<file path="config.mk">
export PLATFORM = sky130hd
export DESIGN_NAME = mux_5to1
export DESIGN_NICKNAME = d
export VERILOG_FILES = /design/src/rtl/mux_5to1.sv
export SDC_FILE = /design/constraint.sdc
export NUM_CORES = 1
export LEC_CHECK = 0
export ABC_AREA = 1
export CORE_AREA = 2 2 179 181
export DETAILED_ROUTE_END_ITERATION = 7
export DIE_AREA = 0 0 181 183
export PLACE_DENSITY = 0.53
export SLEW_MARGIN = 0
export SYNTH_ARGS = -nofsm -noshare
export SYNTH_HDL_FRONTEND = slang
export SYNTH_SLANG_ARGS = --single-unit
</file>
<file path="constraint.sdc">
create_clock -name i_clk -period 2.1 [get_ports i_clk]
set_input_delay 0.21 -clock i_clk [delete_from_list [all_inputs] [get_ports i_clk]]
set_output_delay 0.21 -clock i_clk [all_outputs]
set_load 0.02 [all_outputs]
</file>
<file path="src/rtl/mux_5to1.sv">
// mux_5to1: write-back result mux with registered copy and illegal-select flags; MUX5TO1_SEL_ERR_CNT_EN adds o_sel_err_cnt
module mux_5to1 #(
  parameter int DATA_WIDTH = 64,
  parameter int SEL_WIDTH = 3
) (
  input  logic                  i_clk,
  input  logic                  i_rstn,
  input  logic                  i_en,
  input  logic [SEL_WIDTH-1:0]  i_control_signal,
  input  logic [DATA_WIDTH-1:0] i_mux_0,
  input  logic [DATA_WIDTH-1:0] i_mux_1,
  input  logic [DATA_WIDTH-1:0] i_mux_2,
  input  logic [DATA_WIDTH-1:0] i_mux_3,
  input  logic [DATA_WIDTH-1:0] i_mux_4,
  output logic [DATA_WIDTH-1:0] o_mux,
  output logic                  o_sel_err,
  output logic [DATA_WIDTH-1:0] o_mux_q,
  output logic                  o_valid_q,
`ifdef MUX5TO1_SEL_ERR_CNT_EN
  output logic                  o_sel_err_sticky,
  output logic [7:0]            o_sel_err_cnt
`else
  output logic                  o_sel_err_sticky
`endif
);
  always_comb begin
    o_sel_err = i_control_signal > SEL_WIDTH'(4);
    o_mux = i_control_signal == SEL_WIDTH'(0) ? i_mux_0 :
            i_control_signal == SEL_WIDTH'(1) ? i_mux_1 :
            i_control_signal == SEL_WIDTH'(2) ? i_mux_2 :
            i_control_signal == SEL_WIDTH'(3) ? i_mux_3 :
            i_control_signal == SEL_WIDTH'(4) ? i_mux_4 : '0;
  end
  always_ff @(posedge i_clk) begin
    if (!i_rstn) begin
      o_mux_q <= '0;
      o_valid_q <= 1'b0;
      o_sel_err_sticky <= 1'b0;
    end else begin
      if (i_en) begin
        o_mux_q <= o_mux;
        o_valid_q <= !o_sel_err;
      end
      if (o_sel_err) o_sel_err_sticky <= 1'b1;
    end
  end
`ifdef MUX5TO1_SEL_ERR_CNT_EN
  always_ff @(posedge i_clk) begin
    if (!i_rstn) o_sel_err_cnt <= '0;
    else if (o_sel_err && o_sel_err_cnt != 8'hff) o_sel_err_cnt <= o_sel_err_cnt + 8'd1;
  end
`endif
endmodule

</file>
==> impl_results.md, run 1 <==
- Result of the run: complete, no violations
- Share of layout cells above drive strength 1: 0.145
- Largest stage delay, worst path: 0.30 ns
- Fin crit share: 0.934
- WHS Path Cells: 5
- Count of cell types in the netlist: 16
- Vias: 8674
- P_leak: 5.91 nW
- Final HPWL DP: 24.7 mm
- Combinational power share: 0.433
- Crit path capture type: output port
- Final hold viol count: 0
- First-pass DRT Iterations: 5
- Clk root buf: clkbuf_16
- Initial detailed-routing violation count: 335
- Minimum clock period: 1.96 ns
- Initial Util: 0.176
- Power Total: 0.00531 W
- Post-Syn Instances: 1047
- Die width: 181 um
- Largest net degree at the start of global routing: 68
- Worst Max-Slew Pin Slew: 0.456 ns
- Total wire length: 33.0 mm
- Worst R2R Path Depth: 4
- Mapped cell area: 5480 um2
- R2R Path Start: o_mux_q[49]$_SDFFE_PN0P_
- Initial antenna violation count: 3
- ANT nets after route: 0
- Req. time, crit path: 1.89 ns
- Synth top area share: 0.264
- CTS Buf Count: 9
- Area Growth Syn to Fin: 121%
- WL/cell: 16.3 um
- Synth top area cells: nand2_1 (26%), dfxtp_1 (24%), nand3_1 (12%), inv_1 (9.1%), nor2_1 (9.0%)
- R2r setup slk: 1.43 ns
- Die extent in y: 183 um
- FP Rows: 65
- Hold_buf cts: 0
- Bufs on Longest Clock Path: 2
- Hold crit path type: in2reg
- Yosys top cell by area: nand2_1
- CP Class: in2out
- Final non-filler cell total: 2028
- Worst hold slack: 0.425 ns
- Flop pwr share: 0.262
- Slew Limit Fails: 0
- Syn Nets: 1373
- Clock transition at path regs: 0.06 ns
- PwrDens: 439 nW/um2
- # DRC: 0
- # H-tree levels: 3
- Grt ovf: 0
- IO buf count: 456
- Final TNS setup: 0 ns
- CTS tree: built
- Min-delay src: i_en
- Total Nets Final: 1947
- Rel. slew slack: 0.696
- Critical Path, Cell by Cell: dlygate4sd2_1, buf_4, nor3_4, buf_4, bufbuf_16, nand2_1, nand2_1, nand3_1, clkdlybuf4s15_1
- Net Switching: 0.00173 W
- Sink Count: 66
- Synthesis-stage register bit count: 66
- FF-to-FF End: o_mux_q[49]$_SDFFE_PN0P_
- Most common cell after layout, fill and taps aside: clkdlybuf4s50_1
- Vias/cell: 4.28
- Clock share of power: 0.305
- Syn. warnings: 0
- Syn Area/Cell: 5.24 um2
- Core outline area: 31200 um2
- Gpl congestion: 0.928
- CP max FO: 16
- Switching Fraction: 0.326
- Clk Latency, worst-skew pair: 0.33 ns
- Setup Skew: 0 ns
- Placed cell count: 2001
- Internal power component: 0.00358 W
- First-pass GRT wire length: 48.0 mm
- Max_cap viols: 0
- Critical Path AT: 1.75 ns
- Via count of the first global-routing pass: 8455
- Die Area: 33100 um2
- Core Util, Final: 0.387
- Hold endpoint: o_mux_q[45]$_SDFFE_PN0P_
- RSZ-0062 raised after global routing: false
- Most frequent cells in the layout: clkdlybuf4s50_1 (388), nand2_1 (385), buf_4 (150)
- Final setup vio count: 0
- Ports: 457
- Sequential fraction of the synthesis area: 0.241
- Worst ir drop on vdd: 0.254 mV
- Startpoint Class: input port
- Fmax: 510 MHz
- Gr usage total: 0.190
- CP max stage cell: bufbuf_16
==> metal layers <==
metal | GRT usage | share of wire | vias to the layer above
met5 | 0 | 0.00052 | -
met4 | 0.0611 | 0.023 | 2
met3 | 0.0485 | 0.067 | 44
met2 | 0.360 | 0.51 | 307
met1 | 0.207 | 0.40 | 3868
li1 | - | - | 4453
==> registers in the layout, summed over array words and instances, names as in the netlist <==
signal	flops
o_mux_q	64
o_sel_err_sticky	1
o_valid_q	1
==> Yosys cell counts <==
cell type / n
nand2_1: 386
clkbuf_1: 28
inv_1: 133
nand4_1: 63
nand3_1: 131
dfxtp_1: 66
o21ai_0: 29
inv_2: 2
nor2_1: 132
buf_2: 31
o211ai_1: 1
o21ai_1: 35
buf_1: 6
buf_6: 1
nor2_4: 2
nor3_4: 1
==> worst max-delay path by stage <==
stage,start,end,slack (ns)
global placement,i_control_signal[1],o_mux[17],-0.58
floorplan,i_control_signal[1],o_mux[12],0.81
global route,i_control_signal[0],o_mux[29],0.004
finish,i_control_signal[0],o_mux[29],0.14
detailed placement,i_control_signal[1],o_mux[17],-0.59
CTS,i_control_signal[1],o_mux[6],0.03
==> worst max-delay path: cells and delay by family <==
family	cells	cell delay (ns)
buffers and inverters	5	1.19
AND/OR/NAND/NOR	4	0.33
==> final cells by class <==
type	count	area (um2)
Timing Repair Buffer	629	6090
Sequential cell	66	1320
Clock inverter	2	35.0
Fill cell	3423	19100
Clock buffer	13	270
Inverter	135	507
Antenna cell	1	2.50
Tap cell	402	503
Multi-Input combinational cell	780	3370
==> repair_timing <==
action                                  CTS  global route
pin swaps                                 3             1
gates cloned                              3             1
buffers inserted                          6             1
resized for setup                       139            22
endpoints found under the setup margin   65            54
==> stage by stage <==
stage               setup WS (ns)  area (um2)
global route              0.00385       12100
CTS                        0.0261       12100
floorplan                   0.805        5480
detailed placement         -0.589       11700
global placement           -0.576       11700
finish                      0.138       12100
==> cell families (layout without fill, tap and decap cells) <==
group / Yosys count / after routing / synth area share
other: 0 / 1 / 0
flip-flops: 66 / 66 / 0.241
AO/OA/AOI/OAI: 65 / 65 / 0.0598
AND/OR/NAND/NOR: 715 / 715 / 0.553
buffers and inverters: 201 / 779 / 0.146
==> power by group through the flow <==
| stage | combinational, W | clock, W | sequential [W] |
|---|---|---|---|
| 2_1_floorplan | 0.000760 | 0 | 0.00153 |
| 3_3_place_gp | 0.00234 | 0 | 0.00142 |
| 3_5_place_dp | 0.00233 | 0 | 0.00142 |
| 4_1_cts | 0.00232 | 0.00170 | 0.00139 |
| 5_1_grt | 0.00248 | 0.00175 | 0.00140 |
| 6_report | 0.00230 | 0.00162 | 0.00139 |
No activity file was read; power rests on OpenSTA's default activity.
==> inputs of run 2 (changes only) <==
clock period = 2.5 ns   (was 2.1 ns; I/O delays follow)
==> run 2 against run 1 <==
Via count is 3.9% lower. Count of clock-buffer cells in the layout is 2 lower. Worst hold slack better by 0.045 ns. Sequential power is 16% lower. Largest power group unchanged. Highest routed layer unchanged.
==> impl_results.md, run 2 (synthesis gave the netlist of run 1 again) <==
- Share of layout cells above drive strength 1: 0.0739
- Largest net degree at the start of global routing: 64
- Grt ovf: 0
- Most common cell after layout, fill and taps aside: clkdlybuf4s50_1
- Critical path startpoint: i_control_signal[1]
- Result of the run: complete, no violations
- ANT nets after route: 0
- Hold crit path type: in2reg
- Req. time, crit path: 2.25 ns
- Rel. slew slack: 0.564
- Power Total: 0.00419 W
- Max_cap viols: 0
- Die extent in y: 183 um
- Core outline area: 31200 um2
- P_leak: 5.57 nW
- Critical Path AT: 2.11 ns
- Initial antenna violation count: 4
- Most frequent cells in the layout: clkdlybuf4s50_1 (389), nand2_1 (386), inv_1 (131), nor2_1 (131), nand3_1 (131)
- Net Switching: 0.00144 W
- Final TNS setup: 0 ns
- Delay-heaviest family, CP: buffers and inverters
- WL/cell: 16.4 um
- Clk root buf: clkbuf_16
- Startpoint Class: input port
- Worst hold slack: 0.470 ns
- Total wire length: 31.9 mm
- IO buf count: 456
- Clock transition at path regs: 0.06 ns
- CTS tree: built
- Critical Path, Cell by Cell: clkdlybuf4s50_1, inv_2, nand2_1, nor2_4, bufbuf_16, nand2_1, nand3_1, dlygate4sd2_1
- CP max stage cell: clkdlybuf4s50_1
- Worst ir drop on vdd: 0.252 mV
- Worst R2R Path Depth: 4
- Area Growth Syn to Fin: 107%
- Bufs on Longest Clock Path: 2
- WHS Path Cells: 5
- Final hold viol count: 0
- RSZ-0062 raised after global routing: false
- Clock share of power: 0.282
- Worst path most repeated cell: nand2_1
- FP Rows: 65
- CP Class: in2out
- Minimum clock period: 2.36 ns
- Via count of the first global-routing pass: 8325
- Flop pwr share: 0.279
- Slew Limit Fails: 0
- First-pass GRT wire length: 47.1 mm
- Vias: 8337
- Total Nets Final: 1864
- Min-delay src: i_control_signal[2]
- Final HPWL DP: 24.6 mm
- Crit path capture type: output port
- Gpl congestion: 0.885
- Sink Count: 66
- Vias/cell: 4.28
- Initial Util: 0.176
- R2R Path Start: o_mux_q[33]$_SDFFE_PN0P_
- Largest stage delay, worst path: 0.45 ns
- Internal power component: 0.00275 W
- CTS Buf Count: 9
- WP buf/inv: 4
- Fmax: 424 MHz
- Biggest register: o_mux_q
- Final setup vio count: 0
- # DRC: 0
- Switching Fraction: 0.343
- Setup Skew: 0 ns
- CP max FO: 18
- Die width: 181 um
- # fillers: 3475
- Die Area: 33100 um2
- Initial detailed-routing violation count: 281
- Hold_buf cts: 0
- Combinational power share: 0.439
- Worst Max-Slew Pin Slew: 0.654 ns
- Gr usage total: 0.186
- First-pass DRT Iterations: 4
- Instance count on the critical path: 8
- Largest regs: o_mux_q x64, o_sel_err_sticky x1, o_valid_q x1
- Fin crit share: 0.944
- Ports: 457
- Max reg flops: 64
- # H-tree levels: 3
- R2r setup slk: 1.83 ns
- PwrDens: 369 nW/um2
- Clk Latency, worst-skew pair: 0.33 ns
run 2: cell type report:
| class | instances | area (um2) | share of cell area |
|---|---|---|---|
| Timing Repair Buffer | 546 | 5370 | 0.473 |
| Multi-Input combinational cell | 780 | 3370 | 0.297 |
| Sequential cell | 66 | 1320 | 0.116 |
| Inverter | 135 | 509 | 0.0449 |
| Tap cell | 402 | 503 | 0.0443 |
| Clock buffer | 11 | 233 | 0.0205 |
| Clock inverter | 5 | 31.3 | 0.00276 |
| Antenna cell | 3 | 7.51 | 0.000662 |
run 2: metal layers:
layer  wire length [um]  vias up  GRT usage  share of wire
met1              12500     3707      0.199           0.39
met4                958        2     0.0667          0.030
met3               2240       45     0.0467          0.070
met2              16200      305      0.352           0.51
li1                   -     4278          -              -
met5                 13        -          0        0.00041
run 2: path summary, 6_finish.rpt:
path | to
setup reg to reg | o_mux_q[33]$_SDFFE_PN0P_
setup / recovery | o_mux[59]
hold reg to reg | o_sel_err_sticky$_SDFFE_PN0P_
hold / removal | o_sel_err_sticky$_SDFFE_PN0P_
run 2: power groups by stage:
stage          combinational [W]  clock [W]  sequential, W
3_5_place_dp             0.00192          0        0.00119
4_1_cts                  0.00186    0.00126        0.00117
5_1_grt                  0.00199    0.00131        0.00118
2_1_floorplan           0.000638          0        0.00129
6_report                 0.00184    0.00118        0.00117
3_3_place_gp             0.00191          0        0.00119
run 2: per-stage QoR:
| stage | worst slack (ns) | instance area, um2 | util | std cells |
|---|---|---|---|---|
| floorplan | 1.13 | 5480 | - | 1047 |
| global placement | -0.130 | 11100 | 0.356 | 1928 |
| detailed placement | -0.122 | 11100 | 0.356 | 1928 |
| CTS | 0.145 | 11300 | 0.363 | 1945 |
| global route | 0.0731 | 11300 | 0.363 | 1946 |
| finish | 0.140 | 11300 | 0.363 | 1948 |
run 2: what timing repair did:
| action | CTS | global route |
|---|---|---|
| gates resized for setup | 69 | 0 |
| setup endpoints to repair | 64 | 0 |
| buffers inserted | 0 | 0 |
run 2: tightest hold or removal path: stages:
cell and delay, ns:
buf_2 0.17, inv_1 0.12, nor2_1 0.09, nor2_1 0.09
nor2_1 0.04
